## config.mk

```make
export PLATFORM = sky130hd
export DESIGN_NAME = mem_port
export DESIGN_NICKNAME = d
export VERILOG_FILES = /design/src/rtl/mem_port_pkg.sv /design/src/rtl/mem_align.sv /design/src/rtl/mem_port.sv
export SDC_FILE = /design/constraint.sdc
export NUM_CORES = 1
export LEC_CHECK = 0
export CORE_MARGIN = 1
export CORE_UTILIZATION = 47
export CTS_BUF_LIST = sky130_fd_sc_hd__clkbuf_4 sky130_fd_sc_hd__clkbuf_8
export DETAILED_ROUTE_END_ITERATION = 8
export GPL_TIMING_DRIVEN = 1
export HOLD_SLACK_MARGIN = 0.06
export PLACE_DENSITY = 0.88
export RECOVER_POWER = 50
export SLEW_MARGIN = 40
export SYNTH_ARGS = -nofsm -noshare
export SYNTH_HDL_FRONTEND = slang
export SYNTH_SLANG_ARGS = --single-unit
export TNS_END_PERCENT = 50
```

## constraint.sdc

```tcl
create_clock -name clk -period 3.35 [get_ports clk]
set_input_delay 0.5025 -clock clk [delete_from_list [all_inputs] [get_ports clk]]
set_output_delay 0.5025 -clock clk [all_outputs]
set_load 0.005 [all_outputs]
```

## src/rtl/mem_port_pkg.sv

```systemverilog
// Shared core definitions for the memory port: access sizes, port FSM states, funct3 codes.
// The misalignment trap is enabled by defining MEM_MISALIGN_TRAP_EN.
package mem_port_pkg;

  localparam logic [2:0] FUNCT3_B  = 3'b000;
  localparam logic [2:0] FUNCT3_H  = 3'b001;
  localparam logic [2:0] FUNCT3_W  = 3'b010;
  localparam logic [2:0] FUNCT3_BU = 3'b100;
  localparam logic [2:0] FUNCT3_HU = 3'b101;

  typedef enum logic [2:0] {
    MS_B  = 3'b000,
    MS_H  = 3'b001,
    MS_W  = 3'b010,
    MS_BU = 3'b100,
    MS_HU = 3'b101
  } memsize_t;

  typedef enum logic [1:0] {
    IDLE = 2'd0,
    REQ  = 2'd1,
    RESP = 2'd2
  } memport_state_t;

  // Fetches are always words; undefined data funct3 codes fall back to word.
  function automatic memsize_t decode_size(input logic is_data, input logic [2:0] funct3);
    memsize_t size;
    size = MS_W;
    if (is_data) begin
      case (funct3)
        FUNCT3_B:  size = MS_B;
        FUNCT3_H:  size = MS_H;
        FUNCT3_BU: size = MS_BU;
        FUNCT3_HU: size = MS_HU;
        default:   size = MS_W;
      endcase
    end
    return size;
  endfunction

endpackage

```

## src/rtl/mem_align.sv

```systemverilog
// Combinational lane logic: byte enables, store-data replication and load extraction/extension.
// Only the address bits inside the access size pick the lane.
module mem_align
  import mem_port_pkg::*;
(
  input  memsize_t    size_i,
  input  logic [1:0]  addr_lo_i,
  input  logic [31:0] wdata_i,
  input  logic [31:0] bus_rdata_i,
  output logic [3:0]  be_o,
  output logic [31:0] bus_wdata_o,
  output logic [31:0] rdata_o
);

  logic [7:0]  byte_v;
  logic [15:0] half_v;

  always_comb begin
    case (addr_lo_i)
      2'd0:    byte_v = bus_rdata_i[7:0];
      2'd1:    byte_v = bus_rdata_i[15:8];
      2'd2:    byte_v = bus_rdata_i[23:16];
      default: byte_v = bus_rdata_i[31:24];
    endcase
    half_v = addr_lo_i[1] ? bus_rdata_i[31:16] : bus_rdata_i[15:0];
  end

  always_comb begin
    be_o        = 4'b1111;
    bus_wdata_o = wdata_i;
    rdata_o     = bus_rdata_i;
    case (size_i)
      MS_B, MS_BU: begin
        be_o        = 4'b0001 << addr_lo_i;
        bus_wdata_o = {4{wdata_i[7:0]}};
        rdata_o     = {{24{byte_v[7] & (size_i == MS_B)}}, byte_v};
      end
      MS_H, MS_HU: begin
        be_o        = addr_lo_i[1] ? 4'b1100 : 4'b0011;
        bus_wdata_o = {2{wdata_i[15:0]}};
        rdata_o     = {{16{half_v[15] & (size_i == MS_H)}}, half_v};
      end
      default: begin
      end
    endcase
  end

endmodule

```

## src/rtl/mem_port.sv

```systemverilog
// Memory-side port: turns rden/wren strobes into one word-aligned bus transaction with a done pulse.
// Define MEM_MISALIGN_TRAP_EN to reject misaligned H/W accesses without a bus cycle.
module mem_port
  import mem_port_pkg::*;
#(
  parameter int ADDR_W = 32,
  parameter int DATA_W = 32
) (
  input  logic              clk,
  input  logic              rst,
  input  logic              mem_rden,
  input  logic              mem_wren,
  input  logic              is_data,
  input  logic [2:0]        funct3,
  input  logic [ADDR_W-1:0] addr,
  input  logic [DATA_W-1:0] wdata,
  output logic [DATA_W-1:0] rdata,
  output logic              done,
  output logic              busy,
  output logic              misaligned,
  output logic              bus_req,
  output logic              bus_we,
  output logic [ADDR_W-1:0] bus_addr,
  output logic [3:0]        bus_be,
  output logic [DATA_W-1:0] bus_wdata,
  input  logic              bus_ack,
  input  logic [DATA_W-1:0] bus_rdata,
  output memport_state_t    dbg_state
);

  // Bus handshake: bus_req rises the cycle after an accepted strobe and stays high, with
  // we/addr/be/wdata stable, through the cycle bus_ack is high; that edge completes the
  // transfer and bus_rdata is sampled in the same cycle. bus_ack outside REQ is ignored.

  memport_state_t    state_q, state_d;
  logic [ADDR_W-1:0] addr_q, addr_d;
  logic [DATA_W-1:0] wdata_q, wdata_d;
  memsize_t          size_q, size_d;
  logic              we_q, we_d;
  logic [DATA_W-1:0] rdata_q, rdata_d;
  memsize_t          size_in;
  logic [3:0]        be;
  logic [DATA_W-1:0] lane_wdata;
  logic [DATA_W-1:0] ext_rdata;
`ifdef MEM_MISALIGN_TRAP_EN
  logic              mis_q, mis_d;
  logic              trap_in;
`endif

  assign size_in = decode_size(is_data, funct3);

`ifdef MEM_MISALIGN_TRAP_EN
  assign trap_in = (((size_in == MS_H) || (size_in == MS_HU)) && addr[0]) ||
                   ((size_in == MS_W) && (addr[1:0] != 2'b00));
`endif

  mem_align u_align (
    .size_i      (size_q),
    .addr_lo_i   (addr_q[1:0]),
    .wdata_i     (wdata_q),
    .bus_rdata_i (bus_rdata),
    .be_o        (be),
    .bus_wdata_o (lane_wdata),
    .rdata_o     (ext_rdata)
  );

  always_comb begin
    state_d = state_q;
    addr_d  = addr_q;
    wdata_d = wdata_q;
    size_d  = size_q;
    we_d    = we_q;
    rdata_d = rdata_q;
`ifdef MEM_MISALIGN_TRAP_EN
    mis_d   = mis_q;
`endif
    case (state_q)
      IDLE: begin
        if (mem_rden || mem_wren) begin
          addr_d  = addr;
          wdata_d = wdata;
          size_d  = size_in;
          we_d    = mem_wren;
          state_d = REQ;
`ifdef MEM_MISALIGN_TRAP_EN
          mis_d   = trap_in;
          if (trap_in) state_d = RESP;
`endif
        end
      end
      REQ: begin
        if (bus_ack) begin
          if (!we_q) rdata_d = ext_rdata;
          state_d = RESP;
        end
      end
      default: state_d = IDLE;
    endcase
  end

  always_ff @(posedge clk) begin
    if (rst) begin
      state_q <= IDLE;
      addr_q  <= '0;
      wdata_q <= '0;
      size_q  <= MS_W;
      we_q    <= 1'b0;
      rdata_q <= '0;
`ifdef MEM_MISALIGN_TRAP_EN
      mis_q   <= 1'b0;
`endif
    end else begin
      state_q <= state_d;
      addr_q  <= addr_d;
      wdata_q <= wdata_d;
      size_q  <= size_d;
      we_q    <= we_d;
      rdata_q <= rdata_d;
`ifdef MEM_MISALIGN_TRAP_EN
      mis_q   <= mis_d;
`endif
    end
  end

  assign bus_req   = (state_q == REQ);
  assign bus_we    = bus_req & we_q;
  assign bus_addr  = bus_req ? {addr_q[ADDR_W-1:2], 2'b00} : '0;
  assign bus_be    = bus_req ? be : 4'b0000;
  assign bus_wdata = bus_req ? lane_wdata : '0;
  assign done      = (state_q == RESP);
  assign busy      = (state_q != IDLE);
  assign rdata     = rdata_q;
  assign dbg_state = state_q;
`ifdef MEM_MISALIGN_TRAP_EN
  assign misaligned = done & mis_q;
`else
  assign misaligned = 1'b0;
`endif

endmodule

```

==> flow_summary.toml <==
[status]
outcome = "finished with violations"
violations = "max-capacitance violations, max-slew violations"

[critical_path]
crit_family = "simple AND/OR/NAND/NOR gates"
slowest_delay_ps = 600
cp_cell_sequence = "nor2_1 -> nand2_1 -> a21oi_1 -> clkdlybuf4s50_1"
slowest_stage = "nor2_1"
critPathKind = "reg -> out"
worst_ep_required_time_ps = 2850
worstSetupEndpointType = "output pin"
cp.arrival_ps = 2410
startpoint_type = "flip-flop"
cp_max_fo = 43
path_buf_inv = 1

[finish]
drive_gt1_share_pct = 6.64
syn2layout_area_growth_pct = 46.2
design_area_sq_um = 7160
seqCellArea_sq_um = 2040
multi_input_area_sq_um = 2570
fillCellCount = 769
final_cells = 946
diodes = 0
fin_nets = 913

[placed_design]
placed_cells = 930
dpl_cell_area_sq_um = 6980
gp_congestion = 0.906
numPortBuffers = 208
hpwlAfterDp_mm = 11.4
place_ws_ps = 873

[synthesis]
synth-edff-count = 0
synth.distinct_cells = 40
syn-instance-count = 632
ys_top_cells_by_count = "155 x nand2_1, 102 x dfxtp_1, 86 x a21oi_1"
synth_area_leader_cell = "dfxtp_1"
synth-seq-cells = 102
synth_most_common_cell = "nand2_1"
netlist_area_sq_um = 4900
yosysTopAreaCellShare_pct = 41.7
synth_flop_cell = "dfxtp_1"
avgSynthCellArea_sq_um = 7.75
synth-seq-area-share_pct = 41.7
synthTopCellsByArea = "dfxtp_1 42%, nand2_1 12%, a21oi_1 8.8%"
synthArstFlopShare_pct = 0
synth_warnings = 0

[drt]
num_vias = 5196
wl_per_cell_um = 16.6
drtIter0Drc = 273
ant_nets = 0
remaining_drc_errors = 0
routed_via_density = 5.49
first_pass_iters = 5
totalWireLength_mm = 15.7

[cts]
cts_buffers = 9
cts_tree = "done"
cts_root_buffer = "clkbuf_8"
cts.sinks = 102
ctsResizeCount = 0
postCtsHoldBufs = 0
htree_levels = 3
cts_buffer_depth = 2
post_cts_buffers = 0
clk_pin_slew_ps = 90
insertion_delay_ps = 370

[die]
rows = 36
ios = 212
start_util_pct = 49.2
die_y_um = 104
die_x_um = 104
core_sq_um = 9950
dieArea_sq_um = 10800

[global_routing]
grt_pass1_vias = 5057
grt_busiest_layer = "met2"
gr-usage-met2_pct = 50.2
grt_antenna_before_repair = 0
use_met1_pct = 31.4
grt_first_pass_wirelength_mm = 24.9
grt_overflow_total = 0
grt_max_degree = 56
grt_use_met3_pct = 9.65
grt.total_usage_pct = 28.8

[sta]
finalHoldViolCount = 0
timing.fmax_ghz = 0.343
worst_pin_slew_ps = 2480
fin_crit_ps = 2910
skew_ps = 4.86
report.final.slew_viol_count = 73
slew_headroom_pct = -65.6
rsz0062_at_grt = "no"
period_share_pct = 87.0
setup_violations = 0
finalWorstSetupSlack_ps = 436
final.setup.tns_ps = 0

[power]
powerDensity_nw_per_um2 = 401
leakage_uw = 0.00278
p_total_uw = 2870
vdd_drop_max_mv = 0.208

[flow_run]
cap_violations = 2

[hold_path]
hold_class = "reg -> reg"
## path summary, 6_finish.rpt
kind | startpoint | to | slack [ps] | depth (start not counted)
max | size_q[1]$_SDFFE_PP1P_ | bus_wdata[14] | 440 | 4
min | addr_q[28]$_SDFFE_PP0P_ | addr_q[28]$_SDFFE_PP0P_ | 460 | 2
max reg2reg | dbg_state[1]$_SDFFE_PP0P_ | wdata_q[13]$_SDFFE_PP0P_ | 1090 | 5
min reg2reg | addr_q[28]$_SDFFE_PP0P_ | addr_q[28]$_SDFFE_PP0P_ | 460 | 2
## area by class of cell
cell class | instances | area share (%)
multi-input combinational | 472 | 35.9
timing repair buffer | 219 | 30.3
sequential | 102 | 28.5
clock buffer | 14 | 2.52
tap | 133 | 2.32
clock inverter | 2 | 0.210
inverter | 4 | 0.210
## registers in the layout, indices dropped and copies added (netlist names)
name / cells
addr_q: 32
dbg_state: 2
rdata: 32
size_q: 3
wdata_q: 32
we_q: 1
## power breakdown
part | switching (uW) | internal (uW) | leakage [uW]
Combinational | 341 | 368 | 0.00184
Sequential | 82.6 | 1310 | 0.000838
Clock | 422 | 349 | 0.0000958
Total | 846 | 2030 | 0.00278
## tightest hold or removal path, stage by stage, from the launching register on
cell     delay, ps
dfxtp_1        320
nand2_1         50
a21oi_1         50
## cells by family (layout without fill, tap and decap cells)
logic type	after synthesis	after routing	share of synthesized area [%]
flops	102	102	41.7
simple gates	279	279	24.9
other cells	1	3	0.0765
buf+inv	60	239	5.98
compound gates	164	164	21.7
mux	26	26	5.75
## layout by cell type (no fill, tap or decap), drive strengths merged, types with 4 or more instances in the layout
cell type,n
a32oi,7
and2,39
dfxtp,102
inv,4
clkdlybuf4s50,172
o21ai,11
nor2b,4
nand2,155
buf,11
nor2,67
clkbuf,15
dlygate4sd3,35
a22o,7
a211oi,31
mux2i,19
mux2,7
a21o,7
a21oi,88
a22oi,8
## metrics by stage
step	util, %	hold slack [ps]
final	72.0	458
after global routing	72.0	477
after global placement	70.2	438
after CTS	72.1	457
after floorplan	-	432
after detailed placement	70.2	444
## metal layers
| layer | wire, um | vias to the layer above | part of all wire [%] |
|---|---|---|---|
| met5 | 0 | - | 0 |
| met4 | 470 | 0 | 3.0 |
| met3 | 1570 | 45 | 10 |
| met2 | 7710 | 279 | 49 |
| met1 | 5950 | 2402 | 38 |
| li1 | - | 2470 | - |
No activity file was read; power rests on OpenSTA's default activity.
